--- config.mk ---
export PLATFORM = sky130hd
export DESIGN_NAME = lc3_alu_seq
export DESIGN_NICKNAME = d
export VERILOG_FILES = /design/src/rtl/lc3_alu_seq.sv
export SDC_FILE = /design/constraint.sdc
export NUM_CORES = 1
export LEC_CHECK = 0
export BUFFER_PORTS_ARGS = -buffer_cell sky130_fd_sc_hd__buf_2
export CAP_MARGIN = 20
export CELL_PAD_IN_SITES_DETAIL_PLACEMENT = 1
export CELL_PAD_IN_SITES_GLOBAL_PLACEMENT = 1
export CORE_MARGIN = 2
export CORE_UTILIZATION = 46
export CTS_BUF_LIST = sky130_fd_sc_hd__clkbuf_16
export CTS_CLUSTER_DIAMETER = 50
export DETAILED_ROUTE_END_ITERATION = 10
export PLACE_DENSITY_LB_ADDON = 0.1
export REMOVE_ABC_BUFFERS = 1
export SYNTH_ARGS = -nofsm -noshare
export SYNTH_HDL_FRONTEND = slang
export SYNTH_SLANG_ARGS = --single-unit
--- constraint.sdc ---
create_clock -name clk -period 8.05 [get_ports clk]
set_input_delay 0.805 -clock clk [delete_from_list [all_inputs] [get_ports clk]]
set_output_delay 0.805 -clock clk [all_outputs]
set_load 0.02 [all_outputs]
--- src/rtl/lc3_alu_seq.sv ---
// Multi-cycle LC-3 ADD/AND/NOT execute stage driving a single-read-port register file.
// Operands are fetched one per cycle, then the result is written back and NZP updated.
module lc3_alu_seq #(
    parameter logic [2:0] RESET_NZP = 3'b010
) (
    input  logic        clk,
    input  logic        rst_n,
    input  logic        instr_valid,
    input  logic [15:0] instr,
    output logic        instr_ready,
    output logic [2:0]  rf_out_reg,
    input  logic [15:0] rf_outdata,
    output logic [2:0]  rf_write_reg,
    output logic [15:0] rf_indata,
    output logic        rf_we,
    output logic [2:0]  nzp,
    output logic        done,
    output logic        illegal
);

    localparam logic [3:0] OpAdd = 4'b0001;
    localparam logic [3:0] OpAnd = 4'b0101;
    localparam logic [3:0] OpNot = 4'b1001;

    typedef enum logic [1:0] {StIdle, StRd1, StRd2, StWb} state_t;

    state_t      state_q;
    logic [15:0] instr_q;
    logic [15:0] op_a_q;
    logic [15:0] op_b_q;
    logic [2:0]  nzp_q;

    logic [3:0]  opcode;
    logic        legal;
    logic        reg_form;
    logic [15:0] result;
    logic [15:0] imm_sext;

    assign opcode   = instr_q[15:12];
    assign imm_sext = {{11{instr_q[4]}}, instr_q[4:0]};
    assign reg_form = (opcode == OpAdd || opcode == OpAnd) && !instr_q[5];

    always_comb begin
        legal  = 1'b1;
        result = 16'h0000;
        unique case (opcode)
            OpAdd:   result = op_a_q + op_b_q;
            OpAnd:   result = op_a_q & op_b_q;
            OpNot:   result = ~op_a_q;
            default: legal  = 1'b0;
        endcase
    end

    always_ff @(posedge clk or negedge rst_n) begin
        if (!rst_n) begin
            state_q <= StIdle;
            instr_q <= 16'h0000;
            op_a_q  <= 16'h0000;
            op_b_q  <= 16'h0000;
            nzp_q   <= RESET_NZP;
        end else begin
            unique case (state_q)
                StIdle: begin
                    if (instr_valid) begin
                        instr_q <= instr;
                        state_q <= StRd1;
                    end
                end
                StRd1: begin
                    op_a_q <= rf_outdata;
                    if (reg_form) begin
                        state_q <= StRd2;
                    end else begin
                        op_b_q  <= imm_sext;
                        state_q <= StWb;
                    end
                end
                StRd2: begin
                    op_b_q  <= rf_outdata;
                    state_q <= StWb;
                end
                StWb: begin
                    // Exactly one flag set: N from sign, Z on zero, P otherwise.
                    if (legal) begin
                        nzp_q <= {result[15], result == 16'h0000,
                                  !result[15] && (result != 16'h0000)};
                    end
                    state_q <= StIdle;
                end
                default: state_q <= StIdle;
            endcase
        end
    end

    // Outputs decode from registered state only; no input-to-output combinational path.
    always_comb begin
        instr_ready  = 1'b0;
        rf_out_reg   = 3'd0;
        rf_write_reg = 3'd0;
        rf_indata    = 16'h0000;
        rf_we        = 1'b0;
        done         = 1'b0;
        illegal      = 1'b0;
        unique case (state_q)
            StIdle: instr_ready = 1'b1;
            StRd1:  rf_out_reg  = instr_q[8:6];
            StRd2:  rf_out_reg  = instr_q[2:0];
            StWb: begin
                done = 1'b1;
                if (legal) begin
                    rf_we        = 1'b1;
                    rf_write_reg = instr_q[11:9];
                    rf_indata    = result;
                end else begin
                    illegal = 1'b1;
                end
            end
            default: instr_ready = 1'b0;
        endcase
    end

    assign nzp = nzp_q;

endmodule
* After elaboration in Yosys (flattened, before gate mapping) *
Cells that the tools add are included.

storage, ports and cells
  flip-flop bits (word level) = 53

cells by class
  add/sub/neg operators = 1
  equal/unequal tests = 8
  mux-type cells = 18
  bitwise operators = 2
  reductions and logical operators = 13

operators by type and width
  cell                                           count
  2-to-1 mux 16 bit                              3
  one-hot mux 16 bit (3 select lines)            1
  one-hot mux 16 bit (2 select lines)            1
  adder 16 bit                                   1
  bitwise AND 16 bit                             1
  zero test 16 bit                               1
  inverter 16 bit                                1
  nonzero test 16 bit                            1
  2-to-1 mux 1 bit                               8
  one-hot mux 2 bit (4 select lines)             1
  2-to-1 mux 3 bit                               2
  one-hot mux 3 bit (2 select lines)             1
  AND reduction 2 bit                            3
  == test 2 bit, second input constant           2
  == test 4 x 1 -> 1 bit, second input constant  1
  == test 4 x 3 -> 1 bit, second input constant  1
  == test 4 bit, second input constant           1
  inequality test 2 bit, second input constant   2
  OR reduction 3 bit                             1
  == test 2 x 1 -> 1 bit, second input constant  1
  logical AND 1 bit                              2
  zero test 1 bit                                2
  zero test 2 bit                                1
  2-to-1 mux 2 bit                               1
  2 further kinds                                2

* Depth between registers and ports, before layout *
Gate-level depths: netlist of run 1.

  depth in word-level cells = 5
  depth in mapped cells = 10
  gate-level depth less buffers = 10

* Worst setup path before layout of run 1 *
OpenSTA, ideal clock, no wires.

  path kind = register to output
  from = reg op_a_q[0]
  to = out rf_indata[12]
  arrival = 2575 ps
  path slack = 4670 ps
  stages on the path, launching flop included = 10
  path buffers = 0
  cell sequence = dfrtp_1 > ha_1 > fa_1 > a21o_2 > a221oi_2 > o21ai_2 > a311oi_1 > xnor2_1 > nand2_1 > a21oi_1

on the way
  longest elaborated chain between the ends = 4

RTL lines
  item                                 line  RTL
  start: declaration                   29    logic [15:0] op_a_q;
  start signal: assignment             70    op_a_q <= rf_outdata;
  adder 16 bit                         47    OpAdd: result = op_a_q + op_b_q;
  one-hot mux 16 bit (3 select lines)  46    unique case (opcode)
  2-to-1 mux 16 bit                    110   if (legal) begin
  2-to-1 mux 16 bit                    104   unique case (state_q)
  end: declaration                     14    output logic [15:0] rf_indata,

Every way passes these cells.

* Worst setup path after layout of run 1 *
Ends and elaborated chain as after synthesis.

==> results.cfg, run 1 <==
[cells_and_area]
fill_cells = 858
multi_input_area_um2 = 2000
final_common_cell = buf_2
antennaDiodeCount = 0
seqCellArea_um2 = 1330
mostFrequentLayoutCells = 63 x buf_2, 52 x dfrtp_1, 44 x nand2_1
area_delta_synth_final_pct = 14.9
finalNetCount = 471
drive_gt1_share_pct = 28.6
design_area_um2 = 3970
final_core_util_pct = 54.7

[detailed_routing]
num_vias = 2942
wirelength_mm = 9.65
drtIter0Drc = 140
avgRoutedWirePerCell_um = 18.7
drtAntennaViolNets = 0
drcViolationCount = 0
first_pass_iters = 4
via_per_inst = 5.71

[global_routing]
grt_pass1_vias = 3115
grt_usage_pct = 24.7
antenna_found_initial = 0
grt_pass1_wl_mm = 16.3
grt_overflow = 0
grt_start_max_net_pins = 54

[power]
powerDensity_nw_per_um2 = 494
power_frac_clock_pct = 11.1
p_sw_share_pct = 47.9
combPwrFrac_pct = 62.1
p_leak_nw = 1.81
p_switching_mw = 0.937
irDropWorstVdd_mv = 0.286
power_frac_seq_pct = 26.7
intPower_mw = 1.02
finalPower_mw = 1.96

[timing]
tightest_slew_ps = 1070
min_period_ps = 4020
max_freq_mhz = 249
setup_violations = 0
period_share_pct = 49.9
holdWs_ps = 465
clock_skew_ps = 10.9
hold_viol = 0
slew_viol_final = 0
rsz0062_at_grt = false
setup-tns-final_ps = 0
slew_headroom_pct = 28.7

[clock_network]
cts_buffers = 5
clk_path_buf_depth = 2
hold_buffers = 0
cts_root_buffer = clkbuf_16
ctsResizeCount = 0
cts_tree = built
post_cts_buffers = 0
htree_levels = 2
clk-insertion-delay-late_ps = 300
clk_pin_slew_ps = 80
numClockSinks = 53

[yosys]
ys.flop_type = dfrtp_1
ys_seq_area_share_pct = 38.5
ys_ff_latch = 53
syn-cell-area_um2 = 3450
yosysTopAreaCellShare_pct = 37.7
synth-edff-count = 0
syn_area_per_cell_um2 = 9.56
yosys.area.top_type = dfrtp_1
synthArstFlopShare_pct = 100
netlist_instances = 361
synth_cell_types = 62
synth_area_leaders = dfrtp_1 38%, mux2_2 10%, ha_1 7.2%
ys_warn_count = 0

[placed_design]
place_congestion = 0.898
dpl_cell_area_um2 = 3810
hpwl_mm = 7.17
io_buffers = 63

[die]
core-area_um2 = 7250
die_w_um = 90.6
start_util_pct = 47.6
ioPinCount = 64
dieArea_um2 = 8210
die_h_um = 90.6
row_count = 31

[setup_path]
worstSetupPathType = reg2out
crit_path_start_kind = flop
critPathMaxFanout = 4
arrival_ps = 3210
cp-end-kind = primary output
timing.critical_path.required_ps = 7240
r2r_slack_ps = 4860

[run_status]
status = finished clean

[worst_hold_path]
hold_class = reg2reg

[run]
drv_cap = 0
[synthesized netlist by cell type (all sizes together), types with 2 or more instances]
| master | number |
|---|---|
| nor2b | 7 |
| a21o | 6 |
| o22a | 3 |
| a22oi | 4 |
| nand2b | 3 |
| nand2 | 44 |
| a211o | 3 |
| clkbuf | 15 |
| buf | 5 |
| nor3 | 4 |
| a31oi | 5 |
| or4 | 2 |
| o21bai | 2 |
| a31o | 2 |
| and2 | 4 |
| o21ai | 31 |
| dfrtp | 52 |
| mux2i | 8 |
| inv | 5 |
| mux2 | 32 |
| ha | 20 |
| a311oi | 3 |
| o2bb2ai | 2 |
| nand3 | 3 |
| a21oi | 35 |
| and3 | 5 |
| nor2 | 21 |
| o21a | 3 |
| a211oi | 2 |
| nand4 | 5 |
| xor2 | 4 |
| xnor2 | 4 |
[path summary, 6_finish.rpt]
kind,from,cells past startpoint,to
max in group asynchronous,rst_n,2,op_b_q[0]$_DFFE_PN0P_
worst max-delay path,op_a_q[0]$_DFFE_PN0P_,10,rf_indata[12]
worst min register to register,nzp[1]$_DFFE_PN1P_,2,nzp[1]$_DFFE_PN1P_
worst min-delay path,nzp[1]$_DFFE_PN1P_,2,nzp[1]$_DFFE_PN1P_
worst max register to register,op_a_q[0]$_DFFE_PN0P_,10,nzp[0]$_DFFE_PN0P_
min in group asynchronous,rst_n,2,op_b_q[6]$_DFFE_PN0P_
[registers in the layout (all words and copies together) (netlist names)]
signal	count
state_q	2
op_a_q	16
instr_q	16
nzp	3
op_b_q	16
[routing by layer]
layer  vias to the layer above  part of all wire [%]  wire length [um]  global-route usage (%)
li1                       1422                     -                 -                       -
met1                      1461                    45              4310                    32.1
met2                        55                    51              4910                    44.1
met3                         4                   3.8               371                    3.76
met4                         0                  0.60                58                    4.10
met5                         -                     0                 0                       0
[critical path: stages, from the launching register on]
cell and delay, ps:
dfrtp_1 430, ha_1 270, fa_1 420, a21o_2 250, a221oi_2 360, o21ai_2 170
a311oi_1 350, xnor2_1 170, nand2_1 90, a21oi_1 200, buf_2 200
[area by class of cell]
cell class	instances	area share [%]
sequential	53	33.5
inverter	5	0.473
multi-input combinational	283	50.5
timing repair buffer	67	8.80
clock inverter	3	0.505
clock buffer	5	3.15
tap	99	3.12
[logic make-up (layout without fill, tap and decap cells)]
| logic type | Yosys count | count (layout) | synth area share [%] |
|---|---|---|---|
| adder cells (fa/ha/maj) | 21 | 21 | 7.83 |
| flip-flops | 53 | 53 | 38.5 |
| XOR/XNOR | 8 | 8 | 2.03 |
| AO/OA/AOI/OAI | 110 | 110 | 20.3 |
| buffers and inverters | 25 | 80 | 3.66 |
| AND/OR/NAND/NOR | 104 | 104 | 14.9 |
| multiplexers | 40 | 40 | 12.8 |
[stage by stage]
stage / setup WS, ps / std cells
global route: 3850 / 515
CTS: 4040 / 514
floorplan: 4670 / 341
global placement: 4510 / 506
detailed placement: 4410 / 506
finish: 4030 / 515
[power groups by stage]
| stage | Combinational, mW | Sequential (mW) | Clock (mW) |
|---|---|---|---|
| 2_1_floorplan | 0.881 | 0.496 | 0 |
| 3_3_place_gp | 1.16 | 0.516 | 0 |
| 3_5_place_dp | 1.20 | 0.527 | 0 |
| 4_1_cts | 1.21 | 0.524 | 0.221 |
| 5_1_grt | 1.35 | 0.546 | 0.231 |
| 6_report | 1.22 | 0.524 | 0.218 |
(Power assumes the default switching activity.)
==> run 2: changes to the inputs <==
--- a/config.mk
+++ b/config.mk
@@ -10,7 +10,7 @@
 export CELL_PAD_IN_SITES_DETAIL_PLACEMENT = 1
 export CELL_PAD_IN_SITES_GLOBAL_PLACEMENT = 1
 export CORE_MARGIN = 2
-export CORE_UTILIZATION = 46
+export CORE_UTILIZATION = 39
 export CTS_BUF_LIST = sky130_fd_sc_hd__clkbuf_16
 export CTS_CLUSTER_DIAMETER = 50
 export DETAILED_ROUTE_END_ITERATION = 10
==> constraint.sdc (replaced) <==
create_clock -name clk -period 3.4 [get_ports clk]
set_input_delay 0.34 -clock clk [delete_from_list [all_inputs] [get_ports clk]]
set_output_delay 0.34 -clock clk [all_outputs]
set_load 0.02 [all_outputs]
==> run 2 against run 1 <==
Compared with the run above:
- clock skew shrank 6.0 ps
- first-iteration DRC count shrank 32%
- cell area grew 3.3%
- sequential power grew 130%
- wire length grew 6.0%
- clock power grew to 2.6 times the previous value
- total power grew 150%
- critical path type unchanged
- critical endpoint unchanged
- largest power group unchanged
==> results.cfg, run 2 (same netlist as run 1, synthesis figures left out) <==
[die]
ioPinCount = 64
die_h_um = 98.1
core-area_um2 = 8640
dieArea_um2 = 9620
die_w_um = 98.1
row_count = 34
start_util_pct = 40.0

[global_routing]
grt_pass1_wl_mm = 16.8
grt_start_max_net_pins = 43
antenna_found_initial = 0
grt_usage_pct = 21.8
grt_overflow = 0
grt_pass1_vias = 3084

[cells_and_area]
drive_gt1_share_pct = 31.0
finalNetCount = 479
mostFrequentLayoutCells = 62 x buf_2, 52 x dfrtp_1, 44 x nand2_1
fill_cells = 1022
final_common_cell = buf_2
area_delta_synth_final_pct = 18.7
antennaDiodeCount = 0
largest_registers = instr_q (16), op_a_q (16), op_b_q (16)

[detailed_routing]
wirelength_mm = 10.2
topRoutingLayerUsed = met4
drcViolationCount = 0
via_per_inst = 5.62
num_vias = 2982
m1WireLength_mm = 4.80
drtIter0Drc = 95
wl_met2_mm = 5.08
wl_met3_um = 290
avgRoutedWirePerCell_um = 19.3
drtAntennaViolNets = 0
first_pass_iters = 4

[timing]
clock_skew_ps = 4.87
min_period_ps = 3230
rsz0062_at_grt = false
setup_violations = 0
slew_headroom_pct = 50.1
tightest_slew_ps = 747
hold_viol = 0
setup-tns-final_ps = 0
slew_viol_final = 0
max_freq_mhz = 309
period_share_pct = 95.1

[power]
intPower_mw = 2.55
p_leak_nw = 1.87
combPwrFrac_pct = 62.8
powerDensity_nw_per_um2 = 1170
power_frac_clock_pct = 12.0
finalPower_mw = 4.81
p_switching_mw = 2.26
power_frac_seq_pct = 25.2
p_sw_share_pct = 46.9
irDropWorstVdd_mv = 0.508

[clock_network]
numClockSinks = 53
clk_path_buf_depth = 2
clk-insertion-delay-late_ps = 290
cts_tree = built
cts_root_buffer = clkbuf_16
htree_levels = 2
clk_pin_slew_ps = 70
cts_buffers = 5

[setup_path]
crit_end = rf_indata[12]
crit_start = op_a_q[0]$_DFFE_PN0P_
timing.critical_path.required_ps = 3060
r2r_slack_ps = 420
r2r_cells = 11
timing.rr.end = nzp[0]$_DFFE_PN0P_
worstSetupPathType = reg2out
cp-end-kind = primary output
crit_path_start_kind = flop
critPathMaxFanout = 4
arrival_ps = 2890
timing.rr.start = op_a_q[0]$_DFFE_PN0P_

[worst_hold_path]
hold_class = in2reg

[placed_design]
hpwl_mm = 7.48
io_buffers = 63
place_congestion = 0.916

[run_status]
status = finished clean

[run]
drv_cap = 0
## run 2: critical path: stages (launching register included)
cell and delay [ps]:
dfrtp_1 410, ha_2 220, fa_2 360, a21o_2 260
a221oi_4 300, o21ai_2 140, a311oi_2 280, xnor2_1 150
nand2_1 110, a21oi_2 210, buf_4 170
## run 2: how the worst min path moves through the flow
stage                                   from                      to  slack (ps)  cells past startpoint
after floorplan                        rst_n  instr_q[0]$_DFFE_PN0P_          40                      0
after global placement    nzp[1]$_DFFE_PN1P_      nzp[1]$_DFFE_PN1P_         460                      2
after detailed placement  nzp[1]$_DFFE_PN1P_      nzp[1]$_DFFE_PN1P_         470                      2
after CTS                              rst_n   op_a_q[6]$_DFFE_PN0P_         260                      1
after global routing                instr[8]  instr_q[8]$_DFFE_PN0P_         280                      2
final                               instr[5]  instr_q[5]$_DFFE_PN0P_         280                      2
## run 2: area by class of cell
class / count / area, um^2 / share of cell area (%)
multi-input combinational: 283 / 2030 / 49.6
timing repair buffer: 75 / 423 / 10.3
clock inverter: 2 / 35.0 / 0.855
sequential: 53 / 1330 / 32.4
inverter: 5 / 18.8 / 0.458
clock buffer: 5 / 125 / 3.05
tap: 108 / 135 / 3.30
## run 2: through the flow
stage	setup WS (ps)	area, um^2	hold WS (ps)	instances	util, %
2_1_floorplan	485	3340	44.4	341	-
3_3_place_gp	276	3870	463	521	44.8
3_5_place_dp	253	3870	467	521	44.8
4_1_cts	20.2	4050	258	528	46.9
5_1_grt	31.8	4100	283	531	47.5
6_report	167	4100	277	531	47.5
## run 2: power groups by stage
stage | Combinational, mW | Clock [mW] | Sequential [mW]
global route | 3.35 | 0.609 | 1.27
finish | 3.02 | 0.576 | 1.21
CTS | 2.98 | 0.590 | 1.21
detailed placement | 2.91 | 0 | 1.23
floorplan | 2.09 | 0 | 1.17
global placement | 2.86 | 0 | 1.20
## run 2: repair_timing
item,in CTS,in global routing
hold buffers,0,1
endpoints found under the setup margin,1,2
endpoints found under the hold margin,0,12
gates resized for setup,3,4
setup buffers,0,1
pin swaps,0,4
## run 2: metal layers
layer  up-vias  GRT usage (%)
met2        52           37.4
met4         0           3.53
met5         -              0
li1       1438              -
met1      1487           30.3
met3         5           2.65
